==> src/rtl/dcache_lowx_arb_if.sv <==
// dcache_lowx_arb_if: dcache lower-level memory (lowx) request/response bus.
// master = arbiter side, slave = lowx bus adapter side.
interface dcache_lowx_arb_if #(
    parameter int unsigned XLEN     = 32,
    parameter int unsigned BLK_SIZE = 128
);

    logic                lowx_req_valid_o;
    logic                lowx_req_ready_i;
    logic [XLEN-1:0]     lowx_req_addr_o;
    logic [BLK_SIZE-1:0] lowx_req_data_o;
    logic                lowx_req_we_o;
    logic                lowx_res_valid_i;
    logic [BLK_SIZE-1:0] lowx_res_data_i;
    logic                lowx_res_ready_o;

    modport master (
        output lowx_req_valid_o,
        output lowx_req_addr_o,
        output lowx_req_data_o,
        output lowx_req_we_o,
        output lowx_res_ready_o,
        input  lowx_req_ready_i,
        input  lowx_res_valid_i,
        input  lowx_res_data_i
    );

    modport slave (
        input  lowx_req_valid_o,
        input  lowx_req_addr_o,
        input  lowx_req_data_o,
        input  lowx_req_we_o,
        input  lowx_res_ready_o,
        output lowx_req_ready_i,
        output lowx_res_valid_i,
        output lowx_res_data_i
    );

endinterface

==> src/rtl/dcache_lowx_arb.sv <==
// dcache_lowx_arb: shares the single dcache lowx port between eviction writeback (ev),
// fence.i writeback (fi) and line refill (rf). Fixed priority ev > fi > rf; one lowx
// transaction (request handshake then response handshake) in flight at a time.
// Optional macro DCACHE_ARB_AGING_EN: refill starvation counter that promotes rf to top
// priority once it has been passed over AGE_MAX times.
module dcache_lowx_arb #(
    parameter int unsigned XLEN     = 32,
    parameter int unsigned BLK_SIZE = 128,
    parameter int unsigned AGE_MAX  = 15
) (
    input  logic                clk_i,
    input  logic                rst_ni,

    input  logic                ev_req_i,
    input  logic [XLEN-1:0]     ev_addr_i,
    input  logic [BLK_SIZE-1:0] ev_data_i,
    output logic                ev_gnt_o,
    output logic                ev_done_o,

    input  logic                fi_req_i,
    input  logic [XLEN-1:0]     fi_addr_i,
    input  logic [BLK_SIZE-1:0] fi_data_i,
    output logic                fi_gnt_o,
    output logic                fi_done_o,

    input  logic                rf_req_i,
    input  logic [XLEN-1:0]     rf_addr_i,
    output logic                rf_gnt_o,
    output logic                rf_done_o,
    output logic [BLK_SIZE-1:0] rf_rdata_o,

    dcache_lowx_arb_if.master   lowx,

    output logic                busy_o
);

    // Line offset bits are cleared so lowx always sees line-aligned addresses.
    localparam int unsigned     OffW     = $clog2(BLK_SIZE / 8);
    localparam logic [XLEN-1:0] AddrMask = ~((XLEN'(1) << OffW) - XLEN'(1));

    typedef enum logic [1:0] {StIdle, StIssue, StWaitRes} state_e;
    typedef enum logic [1:0] {OwnNone, OwnEv, OwnFi, OwnRf} owner_e;

    state_e              state_q, state_d;
    owner_e              owner_q, owner_d;
    owner_e              win;
    logic [XLEN-1:0]     addr_q, addr_d;
    logic [BLK_SIZE-1:0] data_q, data_d;
    logic                we_q, we_d;
    logic [BLK_SIZE-1:0] rdata_q, rdata_d;
    logic                res_hs;
    logic                rf_first;

`ifdef DCACHE_ARB_AGING_EN
    logic [3:0] rf_age_q, rf_age_d;

    // rf jumps the queue once it has been passed over often enough.
    assign rf_first = rf_req_i && (32'(rf_age_q) >= AGE_MAX);

    // Count arbitrations won by ev/fi while rf waits; saturate at the counter limit.
    always_comb begin
        rf_age_d = rf_age_q;
        if (win == OwnRf) begin
            rf_age_d = 4'd0;
        end else if ((win == OwnEv || win == OwnFi) && rf_req_i && rf_age_q != 4'hF) begin
            rf_age_d = rf_age_q + 4'd1;
        end
    end

    // Starvation counter register.
    always_ff @(posedge clk_i or negedge rst_ni) begin
        if (!rst_ni) begin
            rf_age_q <= 4'd0;
        end else begin
            rf_age_q <= rf_age_d;
        end
    end
`else
    assign rf_first = 1'b0;
`endif

    // Winner selection; only meaningful while idle.
    always_comb begin
        win = OwnNone;
        if (state_q == StIdle) begin
            if (rf_first) begin
                win = OwnRf;
            end else if (ev_req_i) begin
                win = OwnEv;
            end else if (fi_req_i) begin
                win = OwnFi;
            end else if (rf_req_i) begin
                win = OwnRf;
            end
        end
    end

    assign res_hs = (state_q == StWaitRes) && lowx.lowx_res_valid_i;

    // Next state.
    always_comb begin
        state_d = state_q;
        unique case (state_q)
            StIdle:    if (win != OwnNone) state_d = StIssue;
            StIssue:   if (lowx.lowx_req_ready_i) state_d = StWaitRes;
            StWaitRes: if (lowx.lowx_res_valid_i) state_d = StIdle;
            default:   state_d = StIdle;
        endcase
    end

    // Capture the winner's request fields at grant; held stable until the next grant.
    always_comb begin
        owner_d = owner_q;
        addr_d  = addr_q;
        data_d  = data_q;
        we_d    = we_q;
        unique case (win)
            OwnEv: begin
                owner_d = OwnEv;
                addr_d  = ev_addr_i & AddrMask;
                data_d  = ev_data_i;
                we_d    = 1'b1;
            end
            OwnFi: begin
                owner_d = OwnFi;
                addr_d  = fi_addr_i & AddrMask;
                data_d  = fi_data_i;
                we_d    = 1'b1;
            end
            OwnRf: begin
                owner_d = OwnRf;
                addr_d  = rf_addr_i & AddrMask;
                data_d  = '0;
                we_d    = 1'b0;
            end
            default: ;
        endcase
    end

    // Refill data is kept until the next refill completes.
    always_comb begin
        rdata_d = rdata_q;
        if (res_hs && owner_q == OwnRf) begin
            rdata_d = lowx.lowx_res_data_i;
        end
    end

    // State and latched-request registers.
    always_ff @(posedge clk_i or negedge rst_ni) begin
        if (!rst_ni) begin
            state_q <= StIdle;
            owner_q <= OwnNone;
            addr_q  <= '0;
            data_q  <= '0;
            we_q    <= 1'b0;
            rdata_q <= '0;
        end else begin
            state_q <= state_d;
            owner_q <= owner_d;
            addr_q  <= addr_d;
            data_q  <= data_d;
            we_q    <= we_d;
            rdata_q <= rdata_d;
        end
    end

    assign ev_gnt_o  = (win == OwnEv);
    assign fi_gnt_o  = (win == OwnFi);
    assign rf_gnt_o  = (win == OwnRf);

    assign ev_done_o = res_hs && (owner_q == OwnEv);
    assign fi_done_o = res_hs && (owner_q == OwnFi);
    assign rf_done_o = res_hs && (owner_q == OwnRf);

    assign rf_rdata_o = rdata_q;
    assign busy_o     = (state_q != StIdle);

    assign lowx.lowx_req_valid_o = (state_q == StIssue);
    assign lowx.lowx_req_addr_o  = addr_q;
    assign lowx.lowx_req_data_o  = data_q;
    assign lowx.lowx_req_we_o    = we_q;
    assign lowx.lowx_res_ready_o = (state_q == StWaitRes);

endmodule

==> src/flat_wrapper.sv <==
// flat-port wrapper written by rule: the top's interface ports become plain ports
module dcache_lowx_arb_flat 
#(
    parameter int unsigned XLEN     = 32,
    parameter int unsigned BLK_SIZE = 128,
    parameter int unsigned AGE_MAX  = 15
)
  (clk_i, rst_ni, ev_req_i, ev_addr_i, ev_data_i, ev_gnt_o, ev_done_o, fi_req_i, fi_addr_i, fi_data_i, fi_gnt_o, fi_done_o, rf_req_i, rf_addr_i, rf_gnt_o, rf_done_o, rf_rdata_o, busy_o, lowx_lowx_req_valid_o, lowx_lowx_req_addr_o, lowx_lowx_req_data_o, lowx_lowx_req_we_o, lowx_lowx_res_ready_o, lowx_lowx_req_ready_i, lowx_lowx_res_valid_i, lowx_lowx_res_data_i);
  dcache_lowx_arb_if #(.XLEN(XLEN), .BLK_SIZE(BLK_SIZE)) lowx_i ();
  input  logic clk_i;
  input  logic rst_ni;
  input  logic ev_req_i;
  input  logic [XLEN-1:0] ev_addr_i;
  input  logic [BLK_SIZE-1:0] ev_data_i;
  output logic ev_gnt_o;
  output logic ev_done_o;
  input  logic fi_req_i;
  input  logic [XLEN-1:0] fi_addr_i;
  input  logic [BLK_SIZE-1:0] fi_data_i;
  output logic fi_gnt_o;
  output logic fi_done_o;
  input  logic rf_req_i;
  input  logic [XLEN-1:0] rf_addr_i;
  output logic rf_gnt_o;
  output logic rf_done_o;
  output logic [BLK_SIZE-1:0] rf_rdata_o;
  output logic busy_o;
  output wire logic [$bits(lowx_i.lowx_req_valid_o)-1:0] lowx_lowx_req_valid_o;
  output wire logic [$bits(lowx_i.lowx_req_addr_o)-1:0] lowx_lowx_req_addr_o;
  output wire logic [$bits(lowx_i.lowx_req_data_o)-1:0] lowx_lowx_req_data_o;
  output wire logic [$bits(lowx_i.lowx_req_we_o)-1:0] lowx_lowx_req_we_o;
  output wire logic [$bits(lowx_i.lowx_res_ready_o)-1:0] lowx_lowx_res_ready_o;
  input wire logic [$bits(lowx_i.lowx_req_ready_i)-1:0] lowx_lowx_req_ready_i;
  input wire logic [$bits(lowx_i.lowx_res_valid_i)-1:0] lowx_lowx_res_valid_i;
  input wire logic [$bits(lowx_i.lowx_res_data_i)-1:0] lowx_lowx_res_data_i;
  assign lowx_lowx_req_valid_o = lowx_i.lowx_req_valid_o;
  assign lowx_lowx_req_addr_o = lowx_i.lowx_req_addr_o;
  assign lowx_lowx_req_data_o = lowx_i.lowx_req_data_o;
  assign lowx_lowx_req_we_o = lowx_i.lowx_req_we_o;
  assign lowx_lowx_res_ready_o = lowx_i.lowx_res_ready_o;
  assign lowx_i.lowx_req_ready_i = lowx_lowx_req_ready_i;
  assign lowx_i.lowx_res_valid_i = lowx_lowx_res_valid_i;
  assign lowx_i.lowx_res_data_i = lowx_lowx_res_data_i;
  dcache_lowx_arb #(.XLEN(XLEN), .BLK_SIZE(BLK_SIZE), .AGE_MAX(AGE_MAX)) u_core (.clk_i(clk_i), .rst_ni(rst_ni), .ev_req_i(ev_req_i), .ev_addr_i(ev_addr_i), .ev_data_i(ev_data_i), .ev_gnt_o(ev_gnt_o), .ev_done_o(ev_done_o), .fi_req_i(fi_req_i), .fi_addr_i(fi_addr_i), .fi_data_i(fi_data_i), .fi_gnt_o(fi_gnt_o), .fi_done_o(fi_done_o), .rf_req_i(rf_req_i), .rf_addr_i(rf_addr_i), .rf_gnt_o(rf_gnt_o), .rf_done_o(rf_done_o), .rf_rdata_o(rf_rdata_o), .lowx(lowx_i), .busy_o(busy_o));
endmodule
==> config.mk <==
export PLATFORM = sky130hd
export DESIGN_NAME = dcache_lowx_arb_flat
export DESIGN_NICKNAME = d
export VERILOG_FILES = /design/src/rtl/dcache_lowx_arb_if.sv /design/src/rtl/dcache_lowx_arb.sv /design/src/flat_wrapper.sv
export SDC_FILE = /design/constraint.sdc
export NUM_CORES = 1
export LEC_CHECK = 0
export CORE_AREA = 2 2 302 304
export DETAILED_ROUTE_END_ITERATION = 7
export DIE_AREA = 0 0 304 306
export PLACE_DENSITY = 0.34
export SLEW_MARGIN = 15
export SYNTH_ARGS = -nofsm -noshare
export SYNTH_HDL_FRONTEND = slang
export SYNTH_SLANG_ARGS = --single-unit
export TNS_END_PERCENT = 30
==> constraint.sdc <==
create_clock -name clk_i -period 2.24 [get_ports clk_i]
set_input_delay 0.448 -clock clk_i [delete_from_list [all_inputs] [get_ports clk_i]]
set_output_delay 0.448 -clock clk_i [all_outputs]
set_load 0.005 [all_outputs]
# --- Word level (Yosys, flattened, before mapping) ---
# Index checks and enable logic that the tools add are counted.
op_classes:
  eq_ne: 11
  mux: 12
  add_sub_neg: 0
  bitwise_logic: 0
  div_mod_pow: 0
  order_cmp: 0
  n_reduce_logical: 11
  multipliers: 0
  shift: 0
op_table:
  columns: ["cell", "count"]
  rows:
  - ["$pmux 128 s3", 1]
  - ["$pmux 32 s3", 1]
  - ["$mux 2", 7]
  - ["$pmux 2 s3", 2]
  - ["$eq 2x2->1 const B", 5]
  - ["$eq 2x1->1 const B", 3]
  - ["$reduce_bool 2->1", 3]
  - ["$logic_and 1x1->1", 4]
  - ["$ne 2x1->1 const B", 2]
  - ["$reduce_and 3->1", 1]
  - ["$reduce_bool 3->1", 1]
  - ["$logic_not 2->1", 1]
  - ["$ne 2x2->1 const B", 1]
  - ["$pmux 1 s2", 1]
  - ["$reduce_or 2->1", 1]
totals:
  regBits: 293
  word_cells: 40
  rom_bits: 0
  mem_bits_rw: 0
  latch_bits: 0
  out_inout_bits: 298
  memories: 0

# --- Depth between registers and ports, before layout ---
# Gate-level depths: netlist (run 1).
depth:
  depth_word: 7
  mapped_depth: 7

# --- Worst setup path after synthesis (run 1) ---
# No wires, ideal clock.
synth_path:
  path_type: "input to output"
  from: "input ev_req_i"
  to: "output fi_gnt_o"
  slack_ns: 0.542
  cell_stages: 4
  t_required_ns: 1.792
  arrival_time_ns: 1.250
  n_path_buf: 3
  path_cell_list: "buf_2 > nor3_4 > buf_2 > buf_4"
synth_via:
  elab_chain_len: 3
synth_lines:
  columns: ["item", "line", "source"]
  rows:
  - ["from (decl)", "flat_wrapper.sv:12", "input logic ev_req_i;"]
  - ["$mux 2", "dcache_lowx_arb.sv:88", "end else if (ev_req_i) begin"]
  - ["$mux 2", "dcache_lowx_arb.sv:85", "if (state_q == StIdle) begin"]
  - ["$eq 2x2->1", "dcache_lowx_arb.sv:168", "assign fi_gnt_o = (win == OwnFi);"]
  - ["to (decl)", "flat_wrapper.sv:20", "output logic fi_gnt_o;"]
# Every way passes these cells.

# --- Worst setup path after layout (run 1) ---
layout_path:
  from: "register u_core.state_q[1]"
  to: "output fi_gnt_o"
layout_via:
  elab_chain_len: 3
layout_lines:
  columns: ["item", "line", "source"]
  rows:
  - ["from (decl)", "dcache_lowx_arb.sv:44", "state_e state_q, state_d;"]
  - ["from (signal assigned)", "dcache_lowx_arb.sv:151", "state_q <= StIdle;"]
  - ["from (signal assigned)", "dcache_lowx_arb.sv:158", "state_q <= state_d;"]
  - ["$logic_not 2->1", "dcache_lowx_arb.sv:85", null]
  - ["$mux 2", "dcache_lowx_arb.sv:85", null]
  - ["$eq 2x2->1", "dcache_lowx_arb.sv:168", null]
# Every way passes these cells.

==> summary.md, run 1 <==
| Metric | Value |
|---|---|
| Status | `finished, violations left` |
| Failing checks | `design-rule violations` |
| Fraction of final layout cells sized beyond drive strength 1 | `15.3%` |
| Switching Fraction | `32.4%` |
| Number of buffers created by CTS | `40` |
| Worst hold-check path type | `in2async` |
| Final worst path period share | `96.3%` |
| Worst ir drop on vdd | `0.596 mV` |
| CTS tree | `built` |
| Total Nets Final | `2218` |
| Critical Path Sink | `fi_gnt_o` |
| Power spent charging and discharging nets | `8.84 mW` |
| Startpoint class of the critical path | `register` |
| Aggregate global-route resource usage | `12.6%` |
| Reg-to-Reg End | `u_core.lowx.lowx_req_data_o[93]$_DFFE_PN0P_` |
| Achievable clock frequency | `464 MHz` |
| Vias per inst | `3.79` |
| Number of storage elements in the synthesis netlist | `289` |
| Final Hold Vio Count | `0` |
| Initial Utilization | `13.1%` |
| Worst Setup End Kind | `output port` |
| Worst-Margin Slew | `0.604 ns` |
| Critical Setup Path Class | `reg2out` |
| Proportion of power drawn by the clock network | `23.1%` |
| Final-layout fill cell count | `9398` |
| Synth cell count leaders | `sky130_fd_sc_hd__dfrtp_1, sky130_fd_sc_hd__mux2_2, sky130_fd_sc_hd__inv_1` |
| Worst path arrival time | `1.71 ns` |
| Post-route setup slack | `0.0831 ns` |
| Final cell count without fillers | `2937` |
| Last weighted congestion value of the routability-driven placer | `0.796` |
| Biggest fanout along the worst timing path | `4` |
| Total Die Area | `0.0930 mm²` |
| Share of flip-flops with an asynchronous set or reset after synthesis | `100%` |
| Area delta synth->final | `92.3%` |
| Routed length per placed instance | `20.7 µm` |
| YS warnings | `0` |
| Most frequent cell after synthesis | `sky130_fd_sc_hd__dfrtp_1` |
| Overflow after GRT | `0` |
| Number of ports placed on the die boundary | `785` |
| Pin count of the biggest net entering global routing | `70` |
| Post-Syn Area per Cell | `12.6 µm²` |
| Clk_lat worst skew | `0.57 ns` |
| Clock skew | `0.0177 ns` |
| Via count of the routed design | `11.1k` |
| Detailed Routing Iterations Pass 1 | `8` |
| Vias in the first global route | `12.1k` |
| Antenna violations before repair | `1` |
| Count of routing violations after the opening detailed-route iteration | `958` |
| Cells on worst reg2reg path | `8` |
| Setup slack after placement | `-0.170 ns` |
| Post-synth top flop | `sky130_fd_sc_hd__dfrtp_1` |
| Critical path startpoint | `u_core.state_q[1]$_DFFE_PN0P_` |
| Internal reg-to-reg setup slack | `0.32 ns` |
| Die H | `306 µm` |
| Input/output buffers | `768` |
| Total power per unit cell area | `1210 mW/mm²` |
| Final setup TNS | `0 ns` |
| Die X-Extent | `304 µm` |
| Buffers from clock root to sink, at most | `3` |
| Period minus WS final | `2.16 ns` |
| Detailed-route DRC error count | `18` |
| Power share of the sequential group | `32.5%` |
| Register area share after synthesis | `61.7%` |
| Number of max-slew violations in the final report | `0` |
| Number of synthesized flops with an enable pin | `0` |
| Max-Slew Margin vs Limit | `59.5%` |
| RSZ-0062 raised after global routing | `true` |
| Largest cells by area after synthesis | `sky130_fd_sc_hd__dfrtp_1, sky130_fd_sc_hd__mux2_2, sky130_fd_sc_hd__a222oi_1, sky130_fd_sc_hd__inv_1, sky130_fd_sc_hd__buf_2` |
| Post-synth top area cell | `sky130_fd_sc_hd__dfrtp_1` |
| Total detailed-routing wirelength | `60800 µm` |
| Data required time at the worst endpoint | `1.79 ns` |
| Remaining number of nets flagged by the antenna check after routing | `0` |
| Placed Instances | `2861` |
| Number of setup violations in the final report | `0` |
| Gate count of the mapped netlist | `928` |
| Leakage dissipation | `9.76 nW` |
| Rows | `110` |
| Root Driver | `sky130_fd_sc_hd__clkbuf_16` |
| Cell Area, Synth | `0.0117 mm²` |
| Max-capacitance violation count | `0` |
| Distinct cell type count after synthesis | `35` |
| Launching point of the worst reg2reg path | `u_core.state_q[1]$_DFFE_PN0P_` |
| Clock slew at reported path FFs | `0.06 ns` |
| Logic gate share of total power | `44.3%` |
| # H-tree levels | `2` |
| Half-perimeter wire length after detailed placement | `46200 µm` |
| Wire length of the first global-routing pass | `87100 µm` |
| Pint | `18.4 mW` |
| Clk sinks | `289` |
| Area share of the largest cell type after synthesis | `61.7%` |
| Area of the placeable core | `0.0896 mm²` |
-- flip-flops by register name, indices dropped and copies added (netlist names) --
signal,count
u_core.state_q,2
u_core.rf_rdata_o,128
u_core.lowx.lowx_req_data_o,128
u_core.lowx.lowx_req_we_o,1
u_core.lowx.lowx_req_addr_o,28
u_core.owner_q,2
-- cell families after synthesis --
group                  Yosys count  share of synthesized area (%)
AND/OR/NAND/NOR                109                           4.09
flip-flops                     289                           61.7
AO/OA/AOI/OAI                  201                           14.8
multiplexers                   128                           12.3
other                            1                         0.0320
buffers and inverters          200                           7.07
-- per-layer routing --
metal	GRT usage [%]	vias to the layer above	share of wire (%)
met5	0	-	0
met4	3.56	0	2.4
met3	3.83	69	7.9
met2	23.4	481	53
met1	13.6	5553	36
li1	-	5023	-
-- worst min path at each step --
stage | end | slack (ns) | depth (start not counted)
after CTS | u_core.lowx.lowx_req_addr_o[4]$_DFFE_PN0P_ | 0.39 | 3
after global routing | u_core.lowx.lowx_req_addr_o[14]$_DFFE_PN0P_ | 0.44 | 3
after global placement | u_core.rf_rdata_o[80]$_DFFE_PN0P_ | 0.44 | 1
after detailed placement | u_core.rf_rdata_o[80]$_DFFE_PN0P_ | 0.45 | 1
final | u_core.rf_rdata_o[80]$_DFFE_PN0P_ | 0.43 | 2
after floorplan | u_core.lowx.lowx_req_addr_o[10]$_DFFE_PN0P_ | 0.15 | 0
-- per-stage QoR --
stage | total power [mW] | area (µm²) | hold WS (ns) | util [%]
final | 27.3 | 22500 | 0.427 | 25.1
after global routing | 29.1 | 22500 | 0.438 | 25.1
after CTS | 27.9 | 22500 | 0.395 | 25.1
after detailed placement | 21.1 | 21200 | 0.450 | 23.7
after global placement | 21.1 | 21200 | 0.445 | 23.7
after floorplan | 12.9 | 11700 | 0.152 | -
-- worst max-delay path, cell delays in order (launching register included) --
cell and delay, ns:
sky130_fd_sc_hd__dfrtp_1 0.41, sky130_fd_sc_hd__nor2_4 0.16, sky130_fd_sc_hd__buf_12 0.13, sky130_fd_sc_hd__inv_4 0.04
sky130_fd_sc_hd__nor3_4 0.23, sky130_fd_sc_hd__buf_2 0.19
-- power by group through the flow --
stage | logic, mW | clock network (mW) | registers, mW
2_1_floorplan | 3.89 | 0 | 9.00
3_5_place_dp | 12.2 | 0 | 8.91
5_1_grt | 13.1 | 6.89 | 9.18
6_report | 12.1 | 6.31 | 8.88
3_3_place_gp | 12.2 | 0 | 8.90
4_1_cts | 12.3 | 6.67 | 8.89
-- layout make-up --
| cell class | count | area [µm²] | area share (%) |
|---|---|---|---|
| antenna | 1 | 2.50 | 0.0111 |
| clock buffer | 60 | 1160 | 5.13 |
| clock inverter | 11 | 120 | 0.533 |
| inverter | 124 | 468 | 2.08 |
| multi-input combinational | 442 | 3690 | 16.4 |
| sequential | 289 | 7230 | 32.1 |
| tap | 1176 | 1470 | 6.53 |
| timing repair buffer | 834 | 8390 | 37.2 |
-- timing repair --
item	CTS	global route
setup endpoints to repair	9	7
hold endpoints to repair	40	0
pin swaps	3	2
cloned	0	0
hold buffers	1	0
setup buffers	2	2
gates resized for setup	22	6
-- placed cells by master (no fill, tap or decap), types with 4 or more instances in the layout --
cell type                         instances
sky130_fd_sc_hd__clkdlybuf4s50_1        758
sky130_fd_sc_hd__a222oi_1               117
sky130_fd_sc_hd__clkbuf_8                 8
sky130_fd_sc_hd__clkbuf_16               40
sky130_fd_sc_hd__buf_12                  17
sky130_fd_sc_hd__dfrtp_1                289
sky130_fd_sc_hd__a221oi_1                17
sky130_fd_sc_hd__nand2_1                 39
sky130_fd_sc_hd__a21oi_1                 16
sky130_fd_sc_hd__buf_4                   48
sky130_fd_sc_hd__nor3b_1                  6
sky130_fd_sc_hd__mux2_2                 128
sky130_fd_sc_hd__clkbuf_1                12
sky130_fd_sc_hd__nor2_1                  53
sky130_fd_sc_hd__conb_1                   4
sky130_fd_sc_hd__a41oi_1                 13
sky130_fd_sc_hd__o21ai_0                 24
sky130_fd_sc_hd__inv_1                  122
sky130_fd_sc_hd__clkinv_2                 4
sky130_fd_sc_hd__a31oi_1                  9
Power figures use the tool's default switching activity.
==> run 2, diff against run 1 <==
RECOVER_POWER = 100   (was default)
==> run 2 against run 1 <==
  * The run now ends clean
  * Design area decreased by 0.56%
  * Critical path depth unchanged
  * Highest routed layer unchanged
  * Final cell count unchanged
  * Largest power group unchanged
  * Sequential power about the same
==> summary.md, run 2 (same netlist as run 1, synthesis figures left out) <==
| Metric | Value |
|---|---|
| Critical Setup Path Class | `reg2out (unchanged)` |
| Total Die Area | `0.0930 mm² (unchanged)` |
| Final Hold Vio Count | `0 (unchanged)` |
| Total power per unit cell area | `1210 mW/mm² (about the same)` |
| Detailed Routing Iterations Pass 1 | `8 (unchanged)` |
| Wire length of the first global-routing pass | `87100 µm (unchanged)` |
| Status | `complete, no violations (was finished, violations left)` |
| Critical path, cell by cell | `nor2_4, buf_12, inv_4, nor3_4, buf_2 (unchanged)` |
| Pin count of the biggest net entering global routing | `70 (unchanged)` |
| Last weighted congestion value of the routability-driven placer | `0.796 (unchanged)` |
| Rows | `110 (unchanged)` |
| Count of routing violations after the opening detailed-route iteration | `954 (was 958)` |
| Worst hold-check path type | `in2reg (was in2async)` |
| Number of setup violations in the final report | `0 (unchanged)` |
| Biggest fanout along the worst timing path | `4 (unchanged)` |
| Die H | `306 µm (unchanged)` |
| Via count of the routed design | `11.2k (was 11.1k)` |
| Achievable clock frequency | `465 MHz (was 464 MHz)` |
| Leakage dissipation | `9.69 nW (was 9.76 nW)` |
| Fraction of final layout cells sized beyond drive strength 1 | `14.5% (was 15.3%)` |
| Number of max-slew violations in the final report | `0 (unchanged)` |
| Detailed-route DRC error count | `0 (was 18)` |
| Worst path arrival time | `1.70 ns (was 1.71 ns)` |
| Buffers from clock root to sink, at most | `3 (unchanged)` |
| Routed length per placed instance | `20.7 µm (about the same)` |
| Final-layout fill cell count | `9431 (was 9398)` |
| Launch instance of the worst min-delay path | `ev_addr_i[4]` |
| Clock skew | `0.0189 ns (was 0.0177 ns)` |
| Max-Slew Margin vs Limit | `34.6% (was 59.5%)` |
| Worst-Margin Slew | `0.980 ns (was 0.604 ns)` |
| RSZ-0062 raised after global routing | `true (unchanged)` |
| Number of ports placed on the die boundary | `785 (unchanged)` |
| Critical path startpoint | `u_core.state_q[1]$_DFFE_PN0P_ (unchanged)` |
| Clk_lat worst skew | `0.57 ns (about the same)` |
| Input/output buffers | `768 (unchanged)` |
| Post-route setup slack | `0.0876 ns (was 0.0831 ns)` |
| Top library cells by usage in the layout, fill and taps aside | `sky130_fd_sc_hd__clkdlybuf4s50_1, sky130_fd_sc_hd__dfrtp_1, sky130_fd_sc_hd__mux2_2 (unchanged)` |
| WHS | `0.448 ns (was 0.427 ns)` |
| Peak per-stage delay on the critical path | `0.41 ns (about the same)` |
| Placed Area | `0.0212 mm² (unchanged)` |
| Slowest cell on the critical path | `sky130_fd_sc_hd__dfrtp_1 (unchanged)` |
| Total Nets Final | `2218 (unchanged)` |
| Launching point of the worst reg2reg path | `u_core.state_q[0]$_DFFE_PN0P_ (was u_core.state_q[1]$_DFFE_PN0P_)` |
| Worst ir drop on vdd | `0.596 mV (about the same)` |
| PnR Total Power | `27.2 mW (was 27.3 mW)` |
| Startpoint class of the critical path | `register (unchanged)` |
| Max-capacitance violation count | `0 (unchanged)` |
| Area of the placeable core | `0.0896 mm² (unchanged)` |
| Clk sinks | `289 (unchanged)` |
| Data required time at the worst endpoint | `1.79 ns (about the same)` |
| CTS tree | `built (unchanged)` |
| Initial Utilization | `13.1% (unchanged)` |
| Setup slack after placement | `-0.170 ns (unchanged)` |
| Antenna violations before repair | `1 (unchanged)` |
| Number of buffers created by CTS | `40 (unchanged)` |
| Area delta synth->final | `91.2% (was 92.3%)` |
| Remaining number of nets flagged by the antenna check after routing | `0 (unchanged)` |
| Commonest non-fill, non-tap cell in the layout | `sky130_fd_sc_hd__clkdlybuf4s50_1 (unchanged)` |
| Vias per inst | `3.80 (was 3.79)` |
| Half-perimeter wire length after detailed placement | `46200 µm (unchanged)` |
| # H-tree levels | `2 (unchanged)` |
| Clock slew at reported path FFs | `0.06 ns (about the same)` |
| Die X-Extent | `304 µm (unchanged)` |
| Total detailed-routing wirelength | `60800 µm (about the same)` |
| Vias in the first global route | `12.1k (unchanged)` |
| Worst Setup End Kind | `output port (unchanged)` |
| Root Driver | `sky130_fd_sc_hd__clkbuf_16 (unchanged)` |
| Overflow after GRT | `0 (unchanged)` |
| Period minus WS final | `2.15 ns (was 2.16 ns)` |
| Placed Instances | `2861 (unchanged)` |
| Post-route design area | `0.0224 mm² (was 0.0225 mm²)` |
| Final cell count without fillers | `2937 (unchanged)` |
| Aggregate global-route resource usage | `12.6% (unchanged)` |
| Final worst path period share | `96.1% (was 96.3%)` |
## run 2: changes by cell type in the layout (fill, tap and decap cells not counted), moves of 2 or more
cell / previous run / this run
sky130_fd_sc_hd__buf_12: 17 / 13
sky130_fd_sc_hd__buf_4: 48 / 34
sky130_fd_sc_hd__clkbuf_1: 12 / 25
sky130_fd_sc_hd__clkbuf_2: 2 / 4
sky130_fd_sc_hd__clkbuf_4: 0 / 4
## run 2: worst paths after layout
| kind | cells past startpoint | end | slack (ns) |
|---|---|---|---|
| hold reg to reg | 2 | u_core.lowx.lowx_req_we_o$_DFFE_PN0P_ | 0.48 |
| max in group asynchronous | 3 | u_core.rf_rdata_o[124]$_DFFE_PN0P_ | 0.29 |
| min in group asynchronous | 2 | u_core.rf_rdata_o[80]$_DFFE_PN0P_ | 0.58 |
| setup / recovery | 5 | fi_gnt_o | 0.09 |
| setup reg to reg | 5 | u_core.rf_rdata_o[76]$_DFFE_PN0P_ | 0.21 |
| hold / removal | 3 | u_core.lowx.lowx_req_addr_o[4]$_DFFE_PN0P_ | 0.45 |
## run 2: timing repair
item	CTS	global route
endpoints found under the setup margin	9	7
hold endpoints to repair	40	0
pin swaps	3	2
buffers inserted	2	2
hold buffers	1	0
gates resized for setup	22	6
## run 2: layer usage
metal	track usage, %	vias up	share of wire, %
met4	3.56	0	2.4
li1	-	5024	-
met2	23.4	486	53
met3	3.83	69	7.9
met5	0	-	0
met1	13.6	5575	36
## run 2: critical path, delay by kind of cell (launching register included)
kind	cells	cell delay, ns
buffers and inverters	3	0.36
and+or+nand+nor	2	0.38
DFF	1	0.41
## run 2: cell type report
cell class / count / area (µm²) / share of cell area [%]
well taps: 1176 / 1470 / 6.57
clock inverters: 11 / 120 / 0.536
inverters: 124 / 468 / 2.09
diodes: 1 / 2.50 / 0.0112
flip-flops and latches: 289 / 7230 / 32.3
clock buffers: 60 / 1160 / 5.16
multi-input cells: 442 / 3680 / 16.4
repair buffers: 834 / 8270 / 36.9
## run 2: power by group
group | total, mW | leakage [nW] | switching [mW] | internal (mW)
logic | 12.0 | 5.49 | 4.92 | 7.09
registers | 8.88 | 3.58 | 1.29 | 7.59
clock network | 6.32 | 0.624 | 2.62 | 3.70
total | 27.2 | 9.69 | 8.83 | 18.4
## run 2: per-stage QoR
stage	setup TNS [ns]	utilization, %
detailed placement	-9.24	23.7
CTS	-0.456	25.1
floorplan	0	-
global route	-0.125	25.0
global placement	-7.06	23.7
finish	0	25.0
==> run 3, diff against run 2 <==
CAP_MARGIN = 25   (was default)
==> results of run 3 <==
The final DEF is identical to that of run 2; final timing and power are the same.
